==> src/rtl/video_color_pkg.sv <==
// Shared definitions for the palette-to-RGB back end: field layout, gate states,
// pipeline depth and the colour-bar generator.
package video_color_pkg;

    localparam int PIPE_DEPTH = 3;
    localparam int CH_W       = 4;
    localparam int HCOUNT_W   = 9;

    localparam int I_LSB = 12;
    localparam int R_LSB = 8;
    localparam int G_LSB = 4;
    localparam int B_LSB = 0;

    localparam logic [CH_W-1:0] TEST_INTENSITY = 4'hF;

    typedef enum logic [1:0] {
        WAIT_VB,
        IN_VB,
        RUN
    } gate_state_t;

    // Bar index bit 0 lights red, bit 1 green, bit 2 blue, all at full intensity.
    function automatic logic [15:0] test_word(input logic [2:0] bar);
        return {TEST_INTENSITY, {4{bar[0]}}, {4{bar[1]}}, {4{bar[2]}}};
    endfunction

endpackage

==> src/rtl/intensity_scale.sv <==
// One colour channel: scales a 4-bit level by (I+1)/16 after expanding it to 8 bits,
// as a product stage followed by a shift/blanking stage.
module intensity_scale
    import video_color_pkg::*;
(
    input  logic            clk,
    input  logic            reset,
    input  logic            en,
    input  logic [CH_W-1:0] c,
    input  logic [CH_W-1:0] i,
    input  logic            kill,
    output logic [7:0]      out
);

    logic [7:0]  c17;
    logic [4:0]  i_plus;
    logic [11:0] product;

    // c*17 is the nibble replicated; the 12-bit product cannot exceed 255*16.
    assign c17    = {c, c};
    assign i_plus = {1'b0, i} + 5'd1;

    always_ff @(posedge clk) begin
        if (reset) begin
            product <= '0;
            out     <= '0;
        end else if (en) begin
            product <= 12'(c17) * 12'(i_plus);
            out     <= kill ? '0 : product[11:4];
        end
    end

endmodule

==> src/rtl/video_color_out.sv <==
// Palette word to 8-bit RGB with blank/sync kept aligned through a 3-strobe pipeline,
// a start-of-frame gate and a colour-bar test source.
module video_color_out
    import video_color_pkg::*;
(
    input  logic        MCKF,
    input  logic        reset,
    input  logic        PIXEN,
    input  logic [15:0] D,
    input  logic        HBLANK_b,
    input  logic        VBLANK_b,
    input  logic        HSYNC_b,
    input  logic        VSYNC_b,
    input  logic        TEST,
    output logic [7:0]  R_out,
    output logic [7:0]  G_out,
    output logic [7:0]  B_out,
    output logic        BLANK_out_b,
    output logic        HSYNC_out_b,
    output logic        VSYNC_out_b,
    output logic        frame_ok
);

    gate_state_t           state_q, state_d;
    logic [HCOUNT_W-1:0]   hcount;
    logic [15:0]           pix_word, word_s1;
    logic [PIPE_DEPTH-1:0] blank_d, hs_d, vs_d;
    logic                  blank_in, kill;

    assign blank_in = ~HBLANK_b | ~VBLANK_b;
    assign pix_word = TEST ? test_word(hcount[HCOUNT_W-1 -: 3]) : D;

    // Stage-1 capture plus the blank/sync delay line; bit 0 lines up with word_s1.
    always_ff @(posedge MCKF) begin
        if (reset) begin
            word_s1 <= '0;
            blank_d <= '1;
            hs_d    <= '1;
            vs_d    <= '1;
            hcount  <= '0;
        end else if (PIXEN) begin
            word_s1 <= pix_word;
            blank_d <= {blank_d[PIPE_DEPTH-2:0], blank_in};
            hs_d    <= {hs_d[PIPE_DEPTH-2:0], HSYNC_b};
            vs_d    <= {vs_d[PIPE_DEPTH-2:0], VSYNC_b};
            if (!HBLANK_b)
                hcount <= '0;
            else if (!blank_in && hcount != '1)
                hcount <= hcount + 1'b1;
        end
    end

    always_ff @(posedge MCKF) begin
        if (reset)
            state_q <= WAIT_VB;
        else
            state_q <= state_d;
    end

    always_comb begin
        state_d = state_q;
        if (PIXEN) begin
            case (state_q)
                WAIT_VB: if (!VBLANK_b) state_d = IN_VB;
                IN_VB:   if (VBLANK_b)  state_d = RUN;
                RUN:     state_d = RUN;
                default: state_d = WAIT_VB;
            endcase
        end
    end

    // Stage 3 sees the blank bit of the pixel sitting in the product registers.
    assign kill     = blank_d[PIPE_DEPTH-2] | (state_q != RUN);
    assign frame_ok = (state_q == RUN);

    intensity_scale u_red (
        .clk   (MCKF),
        .reset (reset),
        .en    (PIXEN),
        .c     (word_s1[R_LSB +: CH_W]),
        .i     (word_s1[I_LSB +: CH_W]),
        .kill  (kill),
        .out   (R_out)
    );

    intensity_scale u_green (
        .clk   (MCKF),
        .reset (reset),
        .en    (PIXEN),
        .c     (word_s1[G_LSB +: CH_W]),
        .i     (word_s1[I_LSB +: CH_W]),
        .kill  (kill),
        .out   (G_out)
    );

    intensity_scale u_blue (
        .clk   (MCKF),
        .reset (reset),
        .en    (PIXEN),
        .c     (word_s1[B_LSB +: CH_W]),
        .i     (word_s1[I_LSB +: CH_W]),
        .kill  (kill),
        .out   (B_out)
    );

    assign BLANK_out_b = ~blank_d[PIPE_DEPTH-1];
    assign HSYNC_out_b = hs_d[PIPE_DEPTH-1];
    assign VSYNC_out_b = vs_d[PIPE_DEPTH-1];

endmodule

==> config.mk <==
export PLATFORM = sky130hd
export DESIGN_NAME = video_color_out
export DESIGN_NICKNAME = d
export VERILOG_FILES = /design/src/rtl/video_color_pkg.sv /design/src/rtl/intensity_scale.sv /design/src/rtl/video_color_out.sv
export SDC_FILE = /design/constraint.sdc
export NUM_CORES = 1
export LEC_CHECK = 0
export CAP_MARGIN = 20
export CORE_ASPECT_RATIO = 1.4
export CORE_MARGIN = 2
export CORE_UTILIZATION = 50
export DETAILED_ROUTE_END_ITERATION = 10
export MAX_ROUTING_LAYER = met4
export PLACE_DENSITY = 0.7
export SETUP_SLACK_MARGIN = 0.5
export SYNTH_ARGS = -nofsm -noshare
export SYNTH_HDL_FRONTEND = slang
export SYNTH_SLANG_ARGS = --single-unit
==> constraint.sdc <==
create_clock -name MCKF -period 5.2 [get_ports MCKF]
set_input_delay 0.78 -clock MCKF [delete_from_list [all_inputs] [get_ports MCKF]]
set_output_delay 0.78 -clock MCKF [all_outputs]
set_load 0.005 [all_outputs]
==> flow_metrics.env, run 1 <==
export IMPL_grt_max_degree=63
export IMPL_die_width_um=100
export IMPL_rows=49
export IMPL_final_core_util_pct=58.2
export IMPL_slew_viol_final=0
export IMPL_synthCells=745
export IMPL_worstMarginPinSlew_ns=0.954
export IMPL_post_route_cells_drive_above_1_share_pct=4.96
export IMPL_drt_total_wl_um=15300
export IMPL_synthXorXnorAreaFrac_pct=2.83
export IMPL_via_per_inst=5.57
export IMPL_dp_cells=923
export IMPL_finalSetupTns_ns=0
export IMPL_fmax_mhz=224
export IMPL_io_buffers=51
export IMPL_powerDensity_nw_per_um2=232
export IMPL_ir_drop_uv=196
export IMPL_avgSynthCellArea_sq_um=8.72
export IMPL_ant_nets=0
export IMPL_holdPathStages=2
export IMPL_dieArea_sq_um=13900
export IMPL_cts_root_buffer="clkbuf_16"
export IMPL_critPathKind="flip-flop to flip-flop"
export IMPL_max_cap_violations=0
export IMPL_diodes=0
export IMPL_fin_crit_sh_pct=85.9
export IMPL_cp_start_kind="flip-flop"
export IMPL_synthArstFlopShare_pct=0
export IMPL_htreeDepth=3
export IMPL_cts_hold_buf=0
export IMPL_synthesis_nets=871
export IMPL_leakage_nw=3.54
export IMPL_die_y_um=139
export IMPL_yosysUniqueCellTypes=51
export IMPL_cp_data_arrival_time_ns=4.71
export IMPL_synthMuxAreaShare_pct=4.78
export IMPL_drc=0
export IMPL_syn_to_final_growth_pct=14.2
export IMPL_total_power_w=0.00172
export IMPL_drt_pass1_iter_count=4
export IMPL_cts_buffers=9
export IMPL_hold_path_class="flip-flop to flip-flop"
export IMPL_setup_worst_path_end_class="flip-flop"
export IMPL_period_minus_slack_ns=4.47
export IMPL_ys_flop_type="dfxtp_1"
export IMPL_track_usage_pct=24.0
export IMPL_cts_tree="built"
export IMPL_synthSimpleGateAreaFrac_pct=20.6
export IMPL_slew_headroom_pct=36.2
export IMPL_clk_pin_slew_ns=0.06
export IMPL_setup_viol=0
export IMPL_grt_pass1_vias=5311
export IMPL_finalNetCount=907
export IMPL_grt_overflow=0
export IMPL_drt_initial_drc_count=213
export IMPL_finClkSkew_ns=0.0112
export IMPL_postCtsSetupBuffers=0
export IMPL_yosysWarnings=0
export IMPL_grt_pass1_wl_um=26000
export IMPL_synth_compound_area_share_pct=13.9
export IMPL_rsz0062_at_grt="false"
export IMPL_hold_viol=0
export IMPL_required_ns=5.45
export IMPL_wl_per_cell_um=16.3
export IMPL_antenna_found_initial=0
export IMPL_io_pins=52
export IMPL_synth_top_family_by_area="adder cells"
export IMPL_status="completed"
export IMPL_nFillCells=1148
export IMPL_syn_area_sq_um=6490
export IMPL_gp_congestion=0.959
export IMPL_synth_edf_count=0
export IMPL_reg2reg_depth=14
export IMPL_path_max_fanout=8
export IMPL_cts_sinks=84
export IMPL_vias=5229
export IMPL_start_util_pct=50.9
export IMPL_fin_cells=939
export IMPL_ys_seq_area_share_pct=25.9
export IMPL_dpl_hpwl_um=11800
export IMPL_clock_tree_buffer_depth=2
export IMPL_clk_latency_ns=0.35
export IMPL_synth_fa_ha_area_share_pct=24.5
export IMPL_core_region_area_sq_um=12800
export IMPL_ys_ff_latch=84
[worst paths after layout]
path                                               start                        endpoint  slack (ns)
worst max-delay path            word_s1[14]$_SDFFE_PP0P_  u_blue.product[7]$_SDFFE_PP0P_        0.73
worst min register to register      vs_d[1]$_SDFFE_PP1P_            vs_d[1]$_SDFFE_PP1P_        0.48
worst min-delay path                vs_d[1]$_SDFFE_PP1P_            vs_d[1]$_SDFFE_PP1P_        0.48
worst max register to register  word_s1[14]$_SDFFE_PP0P_  u_blue.product[7]$_SDFFE_PP0P_        0.73
[logic make-up after synthesis]
logic type,count (synthesis)
and+or+nand+nor,257
DFF,84
AOI/OAI and AO/OA,124
muxes,31
buffers and inverters,126
adders and majority gates,102
xor gates and xnor gates,21
[layout make-up]
class | instances | area, sq um | share of cell area [%]
Multi-Input combinational cell | 535 | 4340 | 58.6
Sequential cell | 84 | 1690 | 22.7
Timing Repair Buffer | 55 | 533 | 7.19
Inverter | 96 | 360 | 4.86
Clock buffer | 11 | 243 | 3.27
Tap cell | 153 | 191 | 2.58
Clock inverter | 5 | 60.1 | 0.810
[cells in the mapped netlist (all sizes together), types with 4 or more instances]
| master | count | area share (%) |
|---|---|---|
| inv | 95 | 5.5 |
| dfxtp | 84 | 26 |
| nand2 | 64 | 3.7 |
| nor2 | 64 | 3.7 |
| ha | 60 | 12 |
| fa | 42 | 13 |
| a21oi | 39 | 3.0 |
| mux2i | 31 | 4.8 |
| nor2b | 29 | 2.8 |
| and2 | 21 | 2.0 |
| clkbuf | 20 | 1.2 |
| nand3 | 17 | 1.3 |
| a211oi | 15 | 1.7 |
| o21ai | 15 | 1.7 |
| nand2b | 14 | 1.3 |
| or3 | 12 | 1.2 |
| xnor2 | 12 | 1.6 |
| a21o | 10 | 1.2 |
| buf | 10 | 0.77 |
| nor3 | 10 | 0.77 |
| xor2 | 9 | 1.2 |
| a31oi | 6 | 1.3 |
| o211ai | 6 | 0.69 |
| a22oi | 5 | 0.58 |
| nand4 | 5 | 0.48 |
| o22ai | 4 | 0.39 |
[flip-flops by register name, summed over array words and instances, names as in the netlist, 8 cells and up]
register,flops
hcount,9
u_blue.out,8
u_blue.product,8
u_green.out,8
u_green.product,8
u_red.out,8
u_red.product,8
word_s1,16
[stage by stage]
step	hold slack [ns]	worst slack, ns	cell area (sq um)
final	0.478	0.735	7420
after global routing	0.500	0.508	7420
after CTS	0.478	0.595	7400
after detailed placement	0.462	0.458	7090
after global placement	0.456	0.598	7090
after floorplan	0.439	0.953	6490
[cells in the final DEF (no fill, tap or decap), types with 4 or more instances in the layout]
master,n
a211oi_1,15
mux2i_1,31
buf_4,5
nand4_1,5
o22ai_1,4
a22oi_1,5
or3_1,12
xnor2_1,11
inv_1,95
a21o_1,10
nor2b_1,29
nor3_1,10
fa_1,42
clkdlybuf4s50_1,49
xor2_1,8
dfxtp_1,83
ha_1,60
nand2_1,63
a21oi_1,39
nand2b_1,14
nand3_1,17
clkbuf_16,9
o21ai_0,10
o211ai_1,6
nor2_1,64
and2_1,20
[what timing repair did]
item                                   CTS  global route
gates resized for setup                  1             4
endpoints found under the hold margin    0             0
pin swaps                                0             0
setup endpoints to repair                5            10
[power breakdown]
part / internal, W / switching (W)
registers: 0.000671 / 0.0000305
logic: 0.000142 / 0.000207
clock network: 0.000387 / 0.000280
total: 0.00120 / 0.000518
[critical path, stage by stage, from the launching register on]
cell and delay (ns):
dfxtp_1 0.48, nand3_1 0.18, xnor2_2 0.23, buf_4 0.20
nand2_1 0.08, fa_1 0.56, fa_1 0.55, fa_1 0.56
inv_1 0.05, ha_1 0.38, nand3_1 0.16, o21ai_4 0.22
a31oi_4 0.14, or4b_1 0.48, o311ai_1 0.10
[metal layers]
layer	track usage [%]	vias up	routed length, um
met3	3.58	23	477
li1	-	2574	-
met5	-	-	0
met2	39.1	85	7700
met4	7.71	0	367
met1	30.5	2547	6780
(Power assumes the default switching activity.)
==> run 2: changes to the inputs <==
==> constraint.sdc (replaced) <==
create_clock -name MCKF -period 5.2 [get_ports MCKF]
set_input_delay 0.78 -clock MCKF [delete_from_list [all_inputs] [get_ports MCKF]]
set_output_delay 0.78 -clock MCKF [all_outputs]
set_load 0.05 [all_outputs]
==> results of run 2 <==
The final DEF is identical to that of run 1. Status: completed.
